<file path="src/rtl/ysyx_24110026_ifu_pkg.sv">
// Shared types for the instruction fetch unit.
// Holds the fetch FSM encoding and the {pc, inst} buffer entry.
package ysyx_24110026_ifu_pkg;

   localparam logic [31:0] IFU_RESET_PC = 32'h8000_0000;

   typedef enum logic [1:0] {
      IFU_REQ  = 2'd0,
      IFU_WAIT = 2'd1,
      IFU_HOLD = 2'd2
   } ifu_state_e;

   typedef struct packed {
      logic [31:0] pc;
      logic [31:0] inst;
   } ifu_entry_t;

   function automatic logic [31:0] word_align(input logic [31:0] a);
      return {a[31:2], 2'b00};
   endfunction

endpackage

</file>
<file path="src/rtl/ysyx_24110026_ifu_buf.sv">
// Single-entry {pc, inst} register with valid/ready output and flush.
// Flush wins over load so a redirect never lets a stale word through.
module ysyx_24110026_ifu_buf
   import ysyx_24110026_ifu_pkg::*;
(
   input  logic       clk,
   input  logic       rst,
   input  logic       flush,
   input  logic       load,
   input  ifu_entry_t load_entry,
   input  logic       out_ready,
   output logic       out_valid,
   output ifu_entry_t out_entry
);

   logic       valid_q, valid_d;
   ifu_entry_t entry_q, entry_d;

   always_comb begin
      valid_d = valid_q;
      entry_d = entry_q;
      if (valid_q && out_ready) begin
         valid_d = 1'b0;
      end
      if (load) begin
         valid_d = 1'b1;
         entry_d = load_entry;
      end
      if (flush) begin
         valid_d = 1'b0;
      end
   end

   always_ff @(posedge clk) begin
      if (rst) begin
         valid_q <= 1'b0;
         entry_q <= '0;
      end else begin
         valid_q <= valid_d;
         entry_q <= entry_d;
      end
   end

   assign out_valid = valid_q;
   assign out_entry = entry_q;

endmodule

</file>
<file path="src/rtl/ysyx_24110026_ifu.sv">
// Instruction fetch unit: one outstanding imem request, single-entry
// output buffer, redirect with kill of the in-flight response.
module ysyx_24110026_ifu
   import ysyx_24110026_ifu_pkg::*;
#(
   parameter logic [31:0] RESET_PC = IFU_RESET_PC,
   parameter int          XLEN     = 32
) (
   input  logic            clk,
   input  logic            rst,
   input  logic            redirect_valid,
   input  logic [XLEN-1:0] redirect_pc,
   output logic            imem_req_valid,
   input  logic            imem_req_ready,
   output logic [XLEN-1:0] imem_req_addr,
   input  logic            imem_rsp_valid,
   input  logic [XLEN-1:0] imem_rsp_data,
   output logic            inst_valid,
   input  logic            inst_ready,
   output logic [XLEN-1:0] pc,
   output logic [XLEN-1:0] inst,
   output logic [31:0]     fetch_cnt
);

   ifu_state_e      state_q, state_d;
   logic [XLEN-1:0] fetch_pc_q, fetch_pc_d;
   logic            kill_q, kill_d;
   logic [31:0]     fetch_cnt_q, fetch_cnt_d;
   logic            req_fire;
   logic            rsp_take;
   logic            deliver;
   logic            buf_load;
   logic            buf_valid;
   ifu_entry_t      buf_entry;
   ifu_entry_t      load_entry;

   assign req_fire = imem_req_valid && imem_req_ready;
   assign rsp_take = (state_q == IFU_WAIT) && imem_rsp_valid;
   assign deliver  = buf_valid && inst_ready;

   // State register
   always_ff @(posedge clk) begin
      if (rst) begin
         state_q <= IFU_REQ;
      end else begin
         state_q <= state_d;
      end
   end

   // Next state, fetch pc and kill flag
   always_comb begin
      state_d    = state_q;
      kill_d     = kill_q;
      fetch_pc_d = fetch_pc_q;
      buf_load   = 1'b0;
      if (redirect_valid) begin
         fetch_pc_d = word_align(redirect_pc);
         case (state_q)
            IFU_REQ: begin
               if (req_fire) begin
                  state_d = IFU_WAIT;
                  kill_d  = 1'b1;
               end
            end
            IFU_WAIT: begin
               if (rsp_take) begin
                  state_d = IFU_REQ;
                  kill_d  = 1'b0;
               end else begin
                  kill_d  = 1'b1;
               end
            end
            default: state_d = IFU_REQ;
         endcase
      end else begin
         case (state_q)
            IFU_REQ: begin
               if (req_fire) begin
                  state_d = IFU_WAIT;
               end
            end
            IFU_WAIT: begin
               if (rsp_take) begin
                  if (kill_q) begin
                     kill_d  = 1'b0;
                     state_d = IFU_REQ;
                  end else begin
                     buf_load   = 1'b1;
                     fetch_pc_d = fetch_pc_q + 32'd4;
                     // keep fetching only while the decoder is draining
                     state_d    = inst_ready ? IFU_REQ : IFU_HOLD;
                  end
               end
            end
            IFU_HOLD: begin
               if (deliver) begin
                  state_d = IFU_REQ;
               end
            end
            default: state_d = IFU_REQ;
         endcase
      end
   end

   // A request may only fire if its response cannot land on a full buffer
   always_comb begin
      imem_req_valid = 1'b0;
      if ((state_q == IFU_REQ) && !rst) begin
         imem_req_valid = !buf_valid || inst_ready;
      end
   end

   assign imem_req_addr = fetch_pc_q;
   assign fetch_cnt_d   = fetch_cnt_q + {31'd0, deliver};

   always_ff @(posedge clk) begin
      if (rst) begin
         fetch_pc_q  <= RESET_PC;
         kill_q      <= 1'b0;
         fetch_cnt_q <= '0;
      end else begin
         fetch_pc_q  <= fetch_pc_d;
         kill_q      <= kill_d;
         fetch_cnt_q <= fetch_cnt_d;
      end
   end

   assign load_entry = '{pc: fetch_pc_q, inst: imem_rsp_data};

   ysyx_24110026_ifu_buf u_buf (
      .clk        (clk),
      .rst        (rst),
      .flush      (redirect_valid),
      .load       (buf_load),
      .load_entry (load_entry),
      .out_ready  (inst_ready),
      .out_valid  (buf_valid),
      .out_entry  (buf_entry)
   );

   assign inst_valid = buf_valid;
   assign pc         = buf_entry.pc;
   assign inst       = buf_entry.inst;
   assign fetch_cnt  = fetch_cnt_q;

endmodule

</file>
<file path="config.mk">
export PLATFORM = sky130hd
export DESIGN_NAME = ysyx_24110026_ifu
export DESIGN_NICKNAME = d
export VERILOG_FILES = /design/src/rtl/ysyx_24110026_ifu_pkg.sv /design/src/rtl/ysyx_24110026_ifu_buf.sv /design/src/rtl/ysyx_24110026_ifu.sv
export SDC_FILE = /design/constraint.sdc
export NUM_CORES = 1
export LEC_CHECK = 0
export BUFFER_PORTS_ARGS = -buffer_cell sky130_fd_sc_hd__buf_2
export CORE_MARGIN = 4
export CORE_UTILIZATION = 48
export CTS_BUF_LIST = sky130_fd_sc_hd__clkbuf_2
export DETAILED_ROUTE_END_ITERATION = 12
export PLACE_DENSITY = 0.77
export SLEW_MARGIN = 10
export SYNTH_ARGS = -nofsm -noshare
export SYNTH_HDL_FRONTEND = slang
export SYNTH_SLANG_ARGS = --single-unit
</file>
<file path="constraint.sdc">
create_clock -name clk -period 3 [get_ports clk]
set_clock_uncertainty 0.2 [all_clocks]
set_input_delay 0.45 -clock clk [delete_from_list [all_inputs] [get_ports clk]]
set_output_delay 0.45 -clock clk [all_outputs]
set_load 0.005 [all_outputs]
</file>
Yosys cells after proc, flatten, opt, wreduce, memory -nomap -nowiden
Cells that the tools add are included.
- add/subtract/negate cells: 2
- magnitude comparators: 0
- equal/unequal tests: 6
- divide/modulo/power cells: 0
- $mul: 0
- shifts and indexed selects: 0
- multiplexer cells: 26
- reduce and logical (&&, ||, !) cells: 17
- bitwise logic cells: 1
- operators with widths (operator ; count):
    $mux 32 ; 4
    $add 32x1->32 ; 1
    $add 32x3->32 const B ; 1
    $mux 2 ; 7
    $mux 1 ; 12
    $reduce_bool 2->1 ; 4
    $ne 3x3->1 const B ; 2
    $pmux 2 s3 ; 1
    $reduce_and 3->1 ; 2
    $logic_and 1x1->1 ; 4
    $ne 2x2->1 const B ; 2
    $pmux 2 s2 ; 1
    $reduce_and 4->1 ; 1
    $eq 2x1->1 const B ; 1
    $eq 2x2->1 const B ; 1
    $logic_not 1->1 ; 2
    $logic_not 2->1 ; 1
    $pmux 1 s2 ; 1
    $reduce_and 2->1 ; 1
    $reduce_or 2->1 ; 1
    $logic_or 1x1->1 ; 1
    $not 1->1 ; 1
- memories kept: 0
- output and inout port bits: 130
- ROM bits: 0
- RAM bits: 0
- input bits: 70
- word-level logic and storage cells: 60
- register bits after elaboration: 132
- latch bits: 0

Depth between registers and ports, before layout
- depth in word-level cells: 7
- gate-level depth with buffers: 8
- mapped depth without buffers: 7

Cells and area by module
From an unflattened synthesis, not the netlist that was laid out.
- cells, all modules: 590
- area total of the unflattened synthesis: 5669.2 um^2
- modules (own cells, without submodules) (module ; times used ; cells each ; area each (um^2)):
    ysyx_24110026_ifu ; 1 ; 380 ; 3348.2
    ysyx_24110026_ifu_buf ; 1 ; 210 ; 2321.0

Worst setup path before layout
No wires, ideal clock.
- path type: input to register
- start: input port inst_ready
- end: register fetch_cnt_q[28] (netlist: fetch_cnt[28])
- path buffers: 1
- path slack: 0.581 ns
- arrival: 2.098 ns
- stages: 8
- path through: and2_1 ha_1 ha_1 and3_1 nand2_1 clkbuf_1 nor4_1 mux2_2
- word-level cells in the longest chain between the ends: 2
- RTL lines (what ; line ; source):
    start, declared ; ysyx_24110026_ifu.sv:19 ; input logic inst_ready,
    $logic_and 1x1->1 ; ysyx_24110026_ifu.sv:39 ; assign deliver = buf_valid && inst_ready;
    $add 32x1->32 ; ysyx_24110026_ifu.sv:114 ; assign fetch_cnt_d = fetch_cnt_q + {31'd0, deliver};
    end signal, assigned ; ysyx_24110026_ifu.sv:124 ; fetch_cnt_q <= fetch_cnt_d;
    end, declared ; ysyx_24110026_ifu.sv:28 ; logic [31:0] fetch_cnt_q, fetch_cnt_d;
No other way between the ends.
A chain may end at the register's enable or synchronous reset.

Final worst setup path
- start: register state_q[0]
- end: register fetch_pc_q[22] (netlist: imem_req_addr[22])
- word-level cells in the longest chain between the ends: 4
- elaborated cells on any way between the ends: 5
- RTL lines (what ; line ; source):
    start, declared ; ysyx_24110026_ifu.sv:25 ; ifu_state_e state_q, state_d;
    start signal, assigned ; ysyx_24110026_ifu.sv:46 ; state_q <= state_d;
    $eq 2x1->1 (*) ; ysyx_24110026_ifu.sv:38, ysyx_24110026_ifu.sv:76 ;
    $logic_and 1x1->1 ; ysyx_24110026_ifu.sv:38 ; assign rsp_take = (state_q == IFU_WAIT) && imem_rsp_valid;
    $reduce_bool 2->1 (no line) ; - ;
    $reduce_and 3->1 (no line) (*) ; - ;
    end signal, assigned ; ysyx_24110026_ifu.sv:122 ; fetch_pc_q <= fetch_pc_d;
    end, declared ; ysyx_24110026_ifu.sv:26 ; logic [XLEN-1:0] fetch_pc_q, fetch_pc_d;
Every way passes the cells marked *; elsewhere a longest branch is shown, timed or not.

==> flow_summary.yaml <==
synth:
  synth_enable_flop_cells: 0
  ys_async_sr_fraction_pct: 0
  ys_seq_area_share_pct: 45.56
  yosys.area.top_type: "dfxtp_1"
  synth_area_sq_mm: 0.005624
  yosys_warnings: 0
  ys_types: 54
  synth_ff_type: "dfxtp_1"
  ys_seq_elements: 128
  syn_area_per_cell_sq_um: 8.222
  synth_top_cell_area_share_pct: 45.56
  yosys-top-cells-area: "dfxtp_1 46%, nand2_1 10%, a21oi_1 6.7%, nor2_1 3.1%, or4_1 2.7%"
  synth_cells: 684
timing:
  maxSlewHeadroom_pct: 62.80
  hold_viol_final: 0
  setup_viol: 0
  fin_setup_tns_ps: 0
  finalMaxSlewViolations: 0
  finalCritPeriodShare_pct: 94.39
  layout_min_cycle_time_ps: 2832
  tightest_slew_ps: 556.4
  rsz0062_at_grt: "false"
  fmax_ghz: 0.3531
  worst_slack_ps: 168.2
pwr:
  combPwrFrac_pct: 10.9
  switching_power_mw: 0.8069
  seqPwrFrac_pct: 59.8
  peakVddDrop_mv: 0.4228
  p_sw_share_pct: 26.67
  p_int_mw: 2.219
  pwr_density_cell_mw_per_mm2: 402.3
  leakagePower_nw: 3.091
  p_clk_share_pct: 29.3
cells_and_area:
  seqCellArea_sq_mm: 0.002562
  layout_common_cells: "192 x buf_2, 150 x nand2_1, 128 x dfxtp_1, 75 x a21oi_1, 71 x dlygate4sd3_1"
  nNetsFinal: 1004
  fill_cells: 963
  area_delta_synth_final_pct: 33.73
  fin_util_pct: 65.59
  drive_gt1_share_pct: 26.06
  final_common_cell: "buf_2"
  multi_input_area_sq_mm: 0.002814
  num_antenna_cells: 0
floorplanning:
  num_rows: 39
  die-height_microns: 116.2
  ioPinCount: 200
  fp.coreArea_sq_mm: 0.01147
  dieArea_sq_mm: 0.01351
  die_w_microns: 116.2
  start_util_pct: 49.05
grt:
  grt_max_degree: 50
  grt_first_pass_wirelength_mm: 25.29
  first_global_vias: 5386
  grt_overflow: 0
  track_usage_pct: 23.18
  antenna_found_initial: 0
routing:
  drtPass1Iterations: 4
  drc_errors: 0
  wl_per_cell_microns: 14.63
  drt_iter0_markers: 416
  ant_nets: 0
  wirelength_mm: 15.91
  vias_per_cell: 5.477
  vias: 5953
place:
  io_buffers: 193
  preCtsSetupSlack_ps: 210.9
  place.gp.congestion: 0.8028
  hpwlAfterDp_mm: 10.30
setup_path:
  cp_max_fo: 13
  reg2reg_slack_ps: 170
  r2r_end: "imem_req_addr[22]$_SDFFE_PP0P_"
  rr_worst_depth: 5
  path_buf_inv: 1
  crit_path_max_incr_delay_ps: 570
  cp_slowest_cell: "dlygate4sd3_1"
  path_delay_family: "simple AND/OR/NAND/NOR gates"
  path_class: "register to register"
  critPathArrivalTime_ps: 3280
  worst_setup_path_start_kind: "register"
  crit_required_ps: 3440
  crit_path_end_kind: "register"
  r2r_start: "state_q[0]$_SDFFE_PP0P_"
  cp_num_cells: 5
  crit_chain: "and4bb_2 -> nand4_1 -> or4_1 -> a311oi_1 -> dlygate4sd3_1"
clock_network:
  cts_buffers: 17
  htree_levels: 4
  clk_pin_slew_ps: 180
  postCtsSetupRepairBufs: 0
  cts_tree: "yes"
  insertion_delay_ps: 680
  cts_buffer_depth: 2
  clockRootBuffer: "clkbuf_2"
  clock_sinks: 128
flow_run:
  cap_violations: 0
min_path:
  min_path_cells: 4
  holdCritStartpoint: "redirect_valid"
  hp-class: "input port to register"
  hold-path-endpoint: "imem_req_addr[20]$_SDFFE_PP0P_"
outcome:
  status: "finished clean"
through the flow:
step | hold WS [ps] | total power [mW] | cells | instance area (sq um)
2_1_floorplan | 247.7 | 1.968 | 687 | 5635
3_3_place_gp | 238.6 | 2.094 | 984 | 6630
3_5_place_dp | 243.3 | 2.098 | 984 | 6630
4_1_cts | 11.30 | 3.057 | 1087 | 7521
5_1_grt | 54.43 | 3.176 | 1087 | 7521
6_report | 84.21 | 3.026 | 1087 | 7521
worst register-to-register path: cells and delay by family (launching register included):
| kind | cells | cell delay, ps |
|---|---|---|
| and+or+nand+nor | 3 | 1300 |
| AOI/OAI and AO/OA | 1 | 250 |
| DFF | 1 | 470 |
| buffers and inverters | 1 | 570 |
kinds of logic (layout without fill, tap and decap cells):
group                      count (synthesis)  in the layout  synth area share (%)
xor gates and xnor gates                  20             20                 3.115
buffers and inverters                     56            313                 4.783
and+or+nand+nor                          326            326                 28.63
DFF                                      128            128                 45.56
other                                      1              4               0.06668
adders and majority gates                  3              3                0.6675
AOI/OAI and AO/OA                        143            143                 15.77
muxes                                      7              7                 1.402
worst max path at each step:
stage                                       start                              to  slack (ps)
after floorplan                        inst_ready        fetch_cnt[28]$_SDFF_PP0_         580
after global placement                 inst_ready        fetch_cnt[26]$_SDFF_PP0_         300
after detailed placement               inst_ready        fetch_cnt[30]$_SDFF_PP0_         210
after CTS                 state_q[0]$_SDFFE_PP0P_  imem_req_addr[22]$_SDFFE_PP0P_         180
after global routing      state_q[0]$_SDFFE_PP0P_  imem_req_addr[22]$_SDFFE_PP0P_          20
final                     state_q[0]$_SDFFE_PP0P_  imem_req_addr[22]$_SDFFE_PP0P_         170
sequential cells by signal, indices dropped and copies added, names as in the netlist:
name	count
fetch_cnt	32
imem_req_addr	30
u_buf.out_valid	1
u_buf.out_entry	62
state_q	2
kill_q	1
cell usage after synthesis, drive strengths merged (2+ instances only):
| library cell | n |
|---|---|
| a21oi | 75 |
| dfxtp | 128 |
| and2 | 4 |
| a311oi | 16 |
| a211oi | 9 |
| nor2b | 8 |
| nand2 | 151 |
| or3 | 14 |
| o21ai | 11 |
| buf | 13 |
| nand3 | 23 |
| and4 | 13 |
| or4 | 20 |
| and3 | 4 |
| inv | 9 |
| o31ai | 18 |
| mux2 | 7 |
| a31oi | 2 |
| nor4 | 12 |
| xnor2 | 9 |
| nor2 | 46 |
| ha | 3 |
| xor2 | 11 |
| nand4 | 18 |
| nor3b | 2 |
| nor3 | 4 |
| dlygate4sd1 | 2 |
| clkbuf | 32 |
what timing repair did:
item	in CTS	in global routing
hold buffers	71	0
resized for setup	0	0
endpoints found under the hold margin	88	0
setup endpoints to repair	0	0
per-layer routing:
| metal | track usage [%] | vias up | wire length, microns |
|---|---|---|---|
| met5 | 0 | - | 0 |
| met4 | 7.734 | 0 | 263 |
| met3 | 7.202 | 20 | 1305 |
| met2 | 39.82 | 217 | 7727 |
| met1 | 27.52 | 2766 | 6611 |
| li1 | - | 2950 | - |
power groups by stage:
stage          logic (mW)  registers, mW  clock network (mW)
6_report            0.331           1.81               0.886
3_3_place_gp        0.250           1.84                   0
3_5_place_dp        0.253           1.84                   0
5_1_grt             0.365           1.82               0.991
2_1_floorplan       0.136           1.83                   0
4_1_cts             0.326           1.81               0.922
final cells by class:
| cell class | instances | share of cell area, % |
|---|---|---|
| clock inverter | 10 | 0.9316 |
| multi-input combinational | 503 | 37.41 |
| tap | 143 | 2.379 |
| inverter | 9 | 0.4492 |
| timing repair buffer | 272 | 23.29 |
| sequential | 128 | 34.07 |
| clock buffer | 22 | 1.464 |
Power figures use the tool's default switching activity.
